===== config.mk =====
export PLATFORM = sky130hd
export DESIGN_NAME = counter_reload_ctrl
export DESIGN_NICKNAME = d
export VERILOG_FILES = /design/src/rtl/counter_reload_ctrl.sv
export SDC_FILE = /design/constraint.sdc
export NUM_CORES = 1
export LEC_CHECK = 0
export ABC_AREA = 1
export CAP_MARGIN = 20
export CORE_UTILIZATION = 25
export DETAILED_ROUTE_END_ITERATION = 10
export DONT_BUFFER_PORTS = 1
export GPL_TIMING_DRIVEN = 0
export PLACE_DENSITY = 0.4
export SLEW_MARGIN = 20
export SYNTH_ARGS = -nofsm -noshare
export SYNTH_HDL_FRONTEND = slang
export SYNTH_SLANG_ARGS = --single-unit

===== constraint.sdc =====
create_clock -name clk -period 3.05 [get_ports clk]
set_input_delay 0.4575 -clock clk [delete_from_list [all_inputs] [get_ports clk]]
set_output_delay 0.4575 -clock clk [all_outputs]
set_load 0.03 [all_outputs]

===== src/rtl/counter_reload_ctrl.sv =====
// Reload sequencer for the 8-bit loadable up counter: watches count against limit-1 and
// issues a one-cycle load from a reload FIFO. Optional macro: COUNTER_RELOAD_REPEAT_EN.
module counter_reload_ctrl #(
    parameter int WIDTH = 8,
    parameter int DEPTH = 4
) (
    input  logic                     clk,
    input  logic                     rst,
    input  logic                     enable,
    input  logic                     clr,
    input  logic [WIDTH-1:0]         count,
    input  logic [WIDTH-1:0]         limit,
    input  logic                     wr_valid,
    input  logic [WIDTH-1:0]         wr_data,
    output logic                     wr_ready,
    output logic                     load,
    output logic [WIDTH-1:0]         data,
    output logic [$clog2(DEPTH):0]   level,
    output logic                     underflow
);

    localparam int AW = $clog2(DEPTH);
    localparam int LW = AW + 1;

    typedef enum logic [1:0] {
        IDLE = 2'd0,
        RUN  = 2'd1,
        LOAD = 2'd2
    } state_t;

    state_t           state_q, state_d;
    logic             load_q, load_d;
    logic [WIDTH-1:0] data_q, data_d;
    logic             underflow_q, underflow_d;
    logic [LW-1:0]    level_q, level_d;
    logic [AW-1:0]    wr_ptr_q, wr_ptr_d;
    logic [AW-1:0]    rd_ptr_q, rd_ptr_d;
    logic [WIDTH-1:0] mem_q [DEPTH];

    logic             full, empty, match, push, pop;
    logic [WIDTH-1:0] limit_m1;

    always_comb begin
        // NOTE: every signal written here gets a default first so no latch is inferred.
        full        = (level_q == LW'(DEPTH));
        empty       = (level_q == '0);
        limit_m1    = limit - WIDTH'(1);
        match       = (count == limit_m1);
        push        = wr_valid && !full && !clr;
        pop         = 1'b0;
        state_d     = state_q;
        load_d      = 1'b0;
        data_d      = data_q;
        underflow_d = underflow_q;

        case (state_q)
            IDLE: begin
                if (enable) state_d = RUN;
            end
            RUN: begin
                if (match && !clr && !empty) begin
                    state_d = LOAD;
                    load_d  = 1'b1;
                    data_d  = mem_q[rd_ptr_q];
                    pop     = 1'b1;
                end else if (match && !clr) begin
                    underflow_d = 1'b1;
`ifdef COUNTER_RELOAD_REPEAT_EN
                    // data_q only ever changes on a load, so it already holds the last value loaded.
                    state_d = LOAD;
                    load_d  = 1'b1;
`else
                    if (!enable) state_d = IDLE;
`endif
                end else if (!enable) begin
                    state_d = IDLE;
                end
            end
            LOAD: begin
                state_d = enable ? RUN : IDLE;
            end
            default: state_d = IDLE;
        endcase

        if (clr) underflow_d = 1'b0;

        wr_ptr_d = wr_ptr_q;
        rd_ptr_d = rd_ptr_q;
        level_d  = level_q;
        if (clr) begin
            wr_ptr_d = '0;
            rd_ptr_d = '0;
            level_d  = '0;
        end else begin
            if (push) wr_ptr_d = wr_ptr_q + AW'(1);
            if (pop)  rd_ptr_d = rd_ptr_q + AW'(1);
            case ({push, pop})
                2'b10:   level_d = level_q + LW'(1);
                2'b01:   level_d = level_q - LW'(1);
                default: level_d = level_q;
            endcase
        end
    end

    // NOTE: sequential state uses non-blocking assignments so all flops update together.
    always_ff @(posedge clk or negedge rst) begin
        if (!rst) begin
            state_q     <= IDLE;
            load_q      <= 1'b0;
            data_q      <= '0;
            underflow_q <= 1'b0;
            level_q     <= '0;
            wr_ptr_q    <= '0;
            rd_ptr_q    <= '0;
        end else begin
            state_q     <= state_d;
            load_q      <= load_d;
            data_q      <= data_d;
            underflow_q <= underflow_d;
            level_q     <= level_d;
            wr_ptr_q    <= wr_ptr_d;
            rd_ptr_q    <= rd_ptr_d;
        end
    end

    // NOTE: storage is not reset; level and pointers alone define which entries are valid.
    always_ff @(posedge clk) begin
        if (push) mem_q[wr_ptr_q] <= wr_data;
    end

    assign wr_ready  = !full;
    assign load      = load_q;
    assign data      = data_q;
    assign level     = level_q;
    assign underflow = underflow_q;

endmodule


# Yosys cells after proc, flatten, opt, wreduce, memory -nomap -nowiden
# Memory sizes are Yosys's and may differ from the RTL's. A register that Yosys moved wholly into a read port is not among the register bits.
# Cells that the tools add are included.
# word_totals
reg_bits	11
latch_bits	0
mem_bits_rw	32
romBits	0
wordCells	58
memories	1
# mem_list
memory	depth	word_bits	read_ports	rd_ports_with_merged_regs	write_ports	line	source
mem_q	4	8	1	1	1	38	logic [WIDTH-1:0] mem_q [DEPTH];
# op_classes
add_sub_neg	5
multipliers	0
div_mod_pow	0
n_lt_le_gt_ge	0
eq_ne	9
shifts	0
muxes	19
n_bitwise	0
n_reduce_logical	18
# op_table
operator	count
two-way mux 2 bit	7
two-way mux 1 bit	9
== test 8 bit	1
nonzero test 2 bit	4
subtractor 8 x 1 -> 8 bit (second input constant)	1
one-hot mux 2 bit (3 select lines)	1
one-hot mux 3 bit (2 select lines)	1
adder 2 x 1 -> 2 bit (second input constant)	2
== test 2 x 1 -> 1 bit (second input constant)	2
== test 2 bit (second input constant)	2
logical AND 1 bit	4
zero test 1 bit	4
!= test 2 bit (second input constant)	2
AND reduction 2 bit	2
adder 3 x 1 -> 3 bit (second input constant)	1
== test 3 bit (second input constant)	1
zero test 3 bit	1
two-way mux 3 bit	1
!= test 3 bit (second input constant)	1
AND reduction 3 bit	1
nonzero test 3 bit	1
subtractor 3 x 1 -> 3 bit (second input constant)	1
zero test 2 bit	1

# Depth between registers and ports, before layout
# Gate-level depths: netlist (run 1).
# depth
word_depth	9
depth_mapped	18
depth_no_buf	18

# Worst setup path before layout (run 1)
# Ideal clock, no wire load.
# synth_timing
kind	input-to-reg
start	input limit[0]
end	register level_q[2] (netlist: level[2])
setup_ns	0.117
arrival_ns	2.108
t_required_ns	2.933
setup_slack_ns	0.825
cell_stages	18
cell_sequence	inv_2 > ha_1 > inv_1 > nand2_1 > nand2_1 > nand2_1 > nand2_1 > nand3_1 > nor2_2 > nand4_4 > nor2_2 > fa_1 > xnor2_1 > inv_1 > nand2_1 > nand2_1 > nand2_1 > nand2_1
# synth_between
elab_chain_len	9
elab_cells_between_ends	11
# synth_lines
element	line	source
from (decl)	12	input logic [WIDTH-1:0] limit,
subtractor 8 x 1 -> 8 bit *	47	limit_m1 = limit - WIDTH'(1);
== test 8 bit *	48	match = (count == limit_m1);
logical AND 1 bit * (2 in a row)	61	if (match && !clr && !empty) begin
two-way mux 1 bit *	61	
two-way mux 1 bit *	56	case (state_q)
== test 2 x 1 -> 1 bit or == test 2 bit (tied branches)	97	case ({push, pop})
one-hot mux 3 bit (2 select lines)	97	
two-way mux 3 bit	90	if (clr) begin
to (signal assigned)	120	level_q <= level_d;
to (decl)	35	logic [LW-1:0] level_q, level_d;
# Every way passes the cells marked *; elsewhere a longest branch is shown, timed or not.
# A chain may end at the register's enable or synchronous reset.

# Final worst setup path (run 1)
# layout_timing
start	register level_q[0] (netlist: level[0])
end	memory mem_q[0][1] (enable)
# layout_between
elab_chain_len	6
# layout_lines
element	line	source
== test 3 bit	45	full = (level_q == LW'(DEPTH));
zero test 1 bit	n/a	
net wr_ready	15	output logic wr_ready,
logical AND 1 bit (2 in a row)	49	push = wr_valid && !full && !clr;
two-way mux 1 bit	128	if (push) mem_q[wr_ptr_q] <= wr_data;
two-way mux 1 bit (implied by the code)	128	
to (decl)	38	
# The timed path passes the listed nets, and every way through them passes these cells.

==> impl_metrics.yaml, run 1 <==
global_route:
  antenna_found_initial: 0
  grt_max_degree: 20
  gr-total-overflow: 0
  grt_first_pass_wirelength_um: 8690
  grt_pass1_vias: 1745
  grt_usage_pct: 11.2
sta:
  slew_violations: 0
  rsz0062_at_grt: "false"
  hold_viol_final: 0
  fmax_mhz: 391
  tns_ns: 0
  tightest_slew_ns: 0.883
  finalCritPeriodShare_pct: 83.8
  period_needed_ns: 2.56
  whs_ns: 0.0904
  setup_viol_count_final: 0
  worst_clock_skew_ns: 0.0145
  slew_headroom_pct: 40.9
detailed_routing:
  num_vias: 1692
  highest_layer: "met4"
  route.met3.wl_um: 305
  drc: 0
  drtIter0Drc: 74
  dr_wl_met2_um: 2650
  ant_nets: 0
  drt_pass1_iterations: 4
  postRouteWirelength_um: 5350
  wl_per_cell_um: 13.2
  vias_per_cell: 4.19
  wl_met1_um: 2330
logic_synthesis:
  yosysTopAreaCellShare_pct: 37.8
  synth_cells: 262
  syn_area_um2: 2540
  synth-seq-cells: 51
  ys_warn_count: 0
  yosysUniqueCellTypes: 34
  avgSynthCellArea_um2: 9.70
  synth_nets: 297
  seq_area_frac_synth_pct: 56.5
  synth_top_cell_by_area: "edfxtp_1"
  synthTopCellsByArea: "edfxtp_1 38%, dfrtp_1 19%, nor2_1 8.7%"
floorplanning:
  die_x_um: 103
  ios: 43
  dieArea_um2: 10600
  fp.dieH_um: 103
  core_um2: 9820
  initial_utilization_pct: 25.9
  core.rowCount: 36
placement:
  gp_congestion: 0.713
  place_inst: 395
  place_area_um2: 2710
  dp_hpwl_um: 3760
  port_buffers: 0
clock_tree:
  cts_tree: "built"
  numCtsBuffers: 5
  clock_latency_ns: 0.31
  clk_pin_slew_worst_paths_ns: 0.10
  clk_path_buf_depth: 2
  htreeDepth: 2
  cts.sinks: 51
  root_buffer: "clkbuf_8"
  post_cts_buffers: 0
power_and_ir_drop:
  swShare_pct: 27.1
  peakVddDrop_mv: 0.222
  p_switching_uw: 360
  leakage_nw: 1.15
  intPower_uw: 971
  combPwrFrac_pct: 9.4
  seqPwrFrac_pct: 60.8
  clockPowerShare_pct: 29.8
  power_density_nw_per_um2: 475
critical_path:
  path_class: "reg -> reg"
  critPathArrivalTime_ns: 2.49
  critPathLaunchType: "register"
  slowest_delay_ns: 0.68
  cp_common_cell: "nor2_1"
  path_max_fanout: 8
  crit_slowest_cell: "nor2_1"
  required_ns: 2.98
  path_cells: "nor2_1 -> nand2_1 -> nand2_1 -> nor2_1 -> inv_1 -> nor2_1"
  endpoint_kind: "register"
run_status:
  outcome: "finished clean"
final_layout:
  layout_commonest_cell: "nor2_1"
  instances_no_fill: 404
  final_cell_mix: "59 x nor2_1, 37 x nand2_1, 32 x edfxtp_1"
  final_nets: 305
  layout-drive-gt1-share_pct: 14.0
  synthToLayoutAreaGrowth_pct: 10.2
  n_fill_cell: 1055
  fin_area_um2: 2800
  n_antenna_cell: 0
job:
  drv_cap: 0
worst_hold_path:
  holdCritPathClass: "in -> async"
==> worst max-delay path: cells and delay by family, from the launching register on <==
family	cells	cell delay, ns
DFF	1	0.66
buffers and inverters	1	0.11
and+or+nand+nor	5	1.41
==> state kept, by name (all words and copies together), names as in the netlist <==
signal and flops:
mem_q 32, state_q 2, level 3, underflow 1
wr_ptr_q 2, data 8, rd_ptr_q 2, load 1
==> path summary, 6_finish.rpt <==
kind	from	end	slack [ns]	depth (start not counted)
max in group asynchronous	rst	wr_ptr_q[1]	2.61	1
max reg2reg	level[0]	mem_q[0][1]	0.49	6
max	level[0]	mem_q[0][1]	0.49	6
min	rst	data[6]	0.09	1
min reg2reg	state_q[0]	state_q[0]	0.46	1
min in group clk	clr	underflow	0.21	1
==> metrics by stage <==
step	setup slack [ns]	util, %	total power [mW]
after floorplan	0.825	-	0.922
after global placement	0.429	27.6	0.946
after detailed placement	0.406	27.6	0.947
after CTS	0.405	28.6	1.36
after global routing	0.184	28.5	1.40
final	0.494	28.5	1.33
==> area by class of cell <==
cell class,count,area [µm²],share of cell area [%]
flip-flops and latches,51,1440,51.3
multi-input cells,175,952,34.0
well taps,133,166,5.94
inverters,31,121,4.33
clock buffers,5,68.8,2.46
plain buffers,5,31.3,1.12
clock inverters,3,20.0,0.715
repair buffers,1,5.00,0.179
==> power groups by stage <==
| stage | logic (mW) | registers (mW) | clock network (mW) |
|---|---|---|---|
| 5_1_grt | 0.149 | 0.814 | 0.433 |
| 4_1_cts | 0.130 | 0.810 | 0.415 |
| 2_1_floorplan | 0.103 | 0.819 | 0 |
| 6_report | 0.125 | 0.809 | 0.397 |
| 3_5_place_dp | 0.122 | 0.825 | 0 |
| 3_3_place_gp | 0.121 | 0.825 | 0 |
==> timing repair <==
action,in CTS,in global routing
endpoints found under the hold margin,19,0
hold buffers,1,0
gates resized for setup,0,0
==> cells by family after synthesis <==
logic type | count (synthesis) | share of synthesized area (%)
xor gates and xnor gates | 8 | 2.76
adders and majority gates | 6 | 3.25
and+or+nand+nor | 127 | 23.3
buffers and inverters | 36 | 6.01
DFF | 51 | 56.5
AOI/OAI and AO/OA | 34 | 8.12
==> synthesized netlist by cell type <==
cell      number
o21ai_0       19
a31oi_1        7
buf_8          1
o21ai_2        3
nand2_2        4
dfrtp_1       19
a31oi_2        1
nor2_4         3
clkinv_4       1
nand3_1        8
nand4_2        1
edfxtp_1      32
ha_1           5
nand2_1       37
nor2_2         5
a21boi_0       1
nor2_1        59
fa_1           1
xor2_1         4
buf_2          1
nand4_1        1
or2_2          1
a21oi_2        1
a21o_1         1
nand3_2        3
clkbuf_1       3
clkinv_1       2
a21oi_1        1
nand2_4        1
xnor2_1        4
inv_2          3
nor3_1         3
nand4_4        1
inv_1         25
==> routing by layer <==
layer / vias up / global-route usage, %
met1: 790 / 13.1
met2: 28 / 19.7
met3: 5 / 3.25
met5: - / 0
met4: 0 / 3.25
li1: 869 / -
Note: power is estimated with default switching activity, not from simulation.
==> run 2: changes to the inputs <==
- PLACE_DENSITY: 0.4 -> 0.42
- clock period: 3.05 -> 2.2 ns (I/O delays scaled with it)
==> impl_metrics.yaml, run 2 (synthesized netlist as in run 1, its figures left out) <==
run_status:
  outcome: "finished clean"
placement:
  place_area_um2: 2710
  dp_hpwl_um: 3810
  port_buffers: 0
  gp_congestion: 0.730
  place_ws_ns: -0.507
floorplanning:
  core.rowCount: 36
  fp.dieH_um: 103
  ios: 43
  core_um2: 9820
  initial_utilization_pct: 25.9
  dieArea_um2: 10600
  die_x_um: 103
global_route:
  gr-total-overflow: 0
  antenna_found_initial: 0
  grt_use_met3_pct: 2.85
  grt_first_pass_wirelength_um: 8890
  grt_max_degree: 20
  grt_busiest_layer: "met2"
  met2_usage_pct: 19.7
  grt_pass1_vias: 1733
  grt_usage_pct: 11.5
  grtUsageMet1_pct: 14.0
final_layout:
  final_cell_mix: "54 x nor2_1, 35 x nand2_1, 32 x edfxtp_1"
  multi_input_area_um2: 1010
  synthToLayoutAreaGrowth_pct: 14.5
  fin_area_um2: 2910
  n_antenna_cell: 0
  layout-drive-gt1-share_pct: 19.0
  regArea_um2: 1440
  layout_commonest_cell: "nor2_1"
  regMostFlops: "mem_q"
  largest_register_ffs: 32
  n_fill_cell: 1075
  final_nets: 307
power_and_ir_drop:
  swShare_pct: 26.5
  leakage_nw: 1.17
  p_switching_uw: 534
  power_density_nw_per_um2: 694
  combPwrFrac_pct: 10.1
  clockPowerShare_pct: 34.0
  seqPwrFrac_pct: 55.9
  intPower_mw: 1.49
  peakVddDrop_mv: 0.228
detailed_routing:
  postRouteWirelength_um: 5520
  ant_nets: 0
  vias_per_cell: 4.24
  drtIter0Drc: 33
  wl_per_cell_um: 13.6
  drc: 0
  num_vias: 1723
  drt_pass1_iterations: 4
sta:
  hold_viol_final: 0
  period_needed_ns: 2.04
  setup_viol_count_final: 0
  slew_violations: 0
  worst_slack_ns: 0.164
  finalCritPeriodShare_pct: 92.5
  tightest_slew_ns: 0.545
  worst_clock_skew_ns: 0.0118
  slew_headroom_pct: 63.6
  fmax_mhz: 491
job:
  drv_cap: 0
clock_tree:
  clock_latency_ns: 0.32
  htreeDepth: 2
  cts_tree: "built"
  clk_path_buf_depth: 2
  root_buffer: "clkbuf_8"
  numCtsBuffers: 5
  cts.sinks: 51
  clk_pin_slew_worst_paths_ns: 0.10
worst_hold_path:
  holdCritPathClass: "in -> reg"
critical_path:
  path_class: "reg -> reg"
  path_max_fanout: 6
  critPathArrivalTime_ns: 2.24
  endpoint_kind: "register"
  critPathLaunchType: "register"
  required_ns: 2.41
==> run 2: changes by cell type in the layout (fill, tap and decap cells not counted), sizes merged <==
| cell | delta |
|---|---|
| buf | +1 |
| bufinv | +1 |
| clkinv | -2 |
| dlygate4sd3 | +1 |
| inv | +1 |
==> run 2: per-stage QoR <==
| step | power [mW] | hold slack [ns] | utilization, % | instances | TNS [ns] |
|---|---|---|---|---|---|
| final | 2.02 | 0.0612 | 29.6 | 406 | 0 |
| after global routing | 2.12 | 0.0553 | 29.6 | 406 | -0.00921 |
| after CTS | 2.03 | 0.0484 | 29.3 | 404 | 0 |
| after detailed placement | 1.32 | 0.0348 | 27.6 | 395 | -14.23 |
| after global placement | 1.31 | 0.0348 | 27.6 | 395 | -13.02 |
| after floorplan | 1.28 | 0.0344 | - | 262 | 0 |
==> run 2: critical path, stage by stage (launching register included) <==
cell	delay [ns]
dfrtp_2	0.57
nor2_1	0.09
nand2_2	0.19
nand2_4	0.09
inv_1	0.07
nor2_2	0.05
fa_1	0.40
xnor2_2	0.19
inv_1	0.06
nand2_1	0.06
nand2_1	0.05
nand2_1	0.06
nand2_1	0.04
==> run 2: worst paths after layout <==
check	from	end	slack [ns]	cells after the start
min in group asynchronous	rst	data[0]	0.52	2
max reg2reg	level[0]	level[2]	0.16	12
max	level[0]	level[2]	0.16	12
min	clr	underflow	0.06	1
max in group asynchronous	rst	level[2]	1.30	2
min reg2reg	state_q[0]	state_q[0]	0.46	1
==> run 2: power by group through the flow <==
stage | sequential (mW) | combinational (mW) | clock (mW)
6_report | 1.13 | 0.204 | 0.687
2_1_floorplan | 1.14 | 0.142 | 0
5_1_grt | 1.14 | 0.237 | 0.744
3_5_place_dp | 1.15 | 0.172 | 0
4_1_cts | 1.13 | 0.194 | 0.713
3_3_place_gp | 1.15 | 0.168 | 0
==> run 2: repair_timing <==
item                       in CTS  in global routing
pin swaps                       0                  2
setup endpoints to repair      34                 13
resized for setup              12                  6
hold endpoints to repair       19                  9
hold buffers                    1                  1
buffers inserted                0                  1
==> run 2: layout make-up <==
class	count	share of cell area [%]
clock inverter	3	1.59
multi-input combinational	175	34.8
timing repair buffer	3	0.774
buffer	5	1.07
tap	133	5.72
clock buffer	5	2.36
inverter	31	4.17
sequential	51	49.5
==> run 2: metal layers <==
metal	up-vias	share of wire (%)
met5	-	0
met4	0	1.6
met3	7	4.5
met2	24	49
met1	819	45
li1	873	-
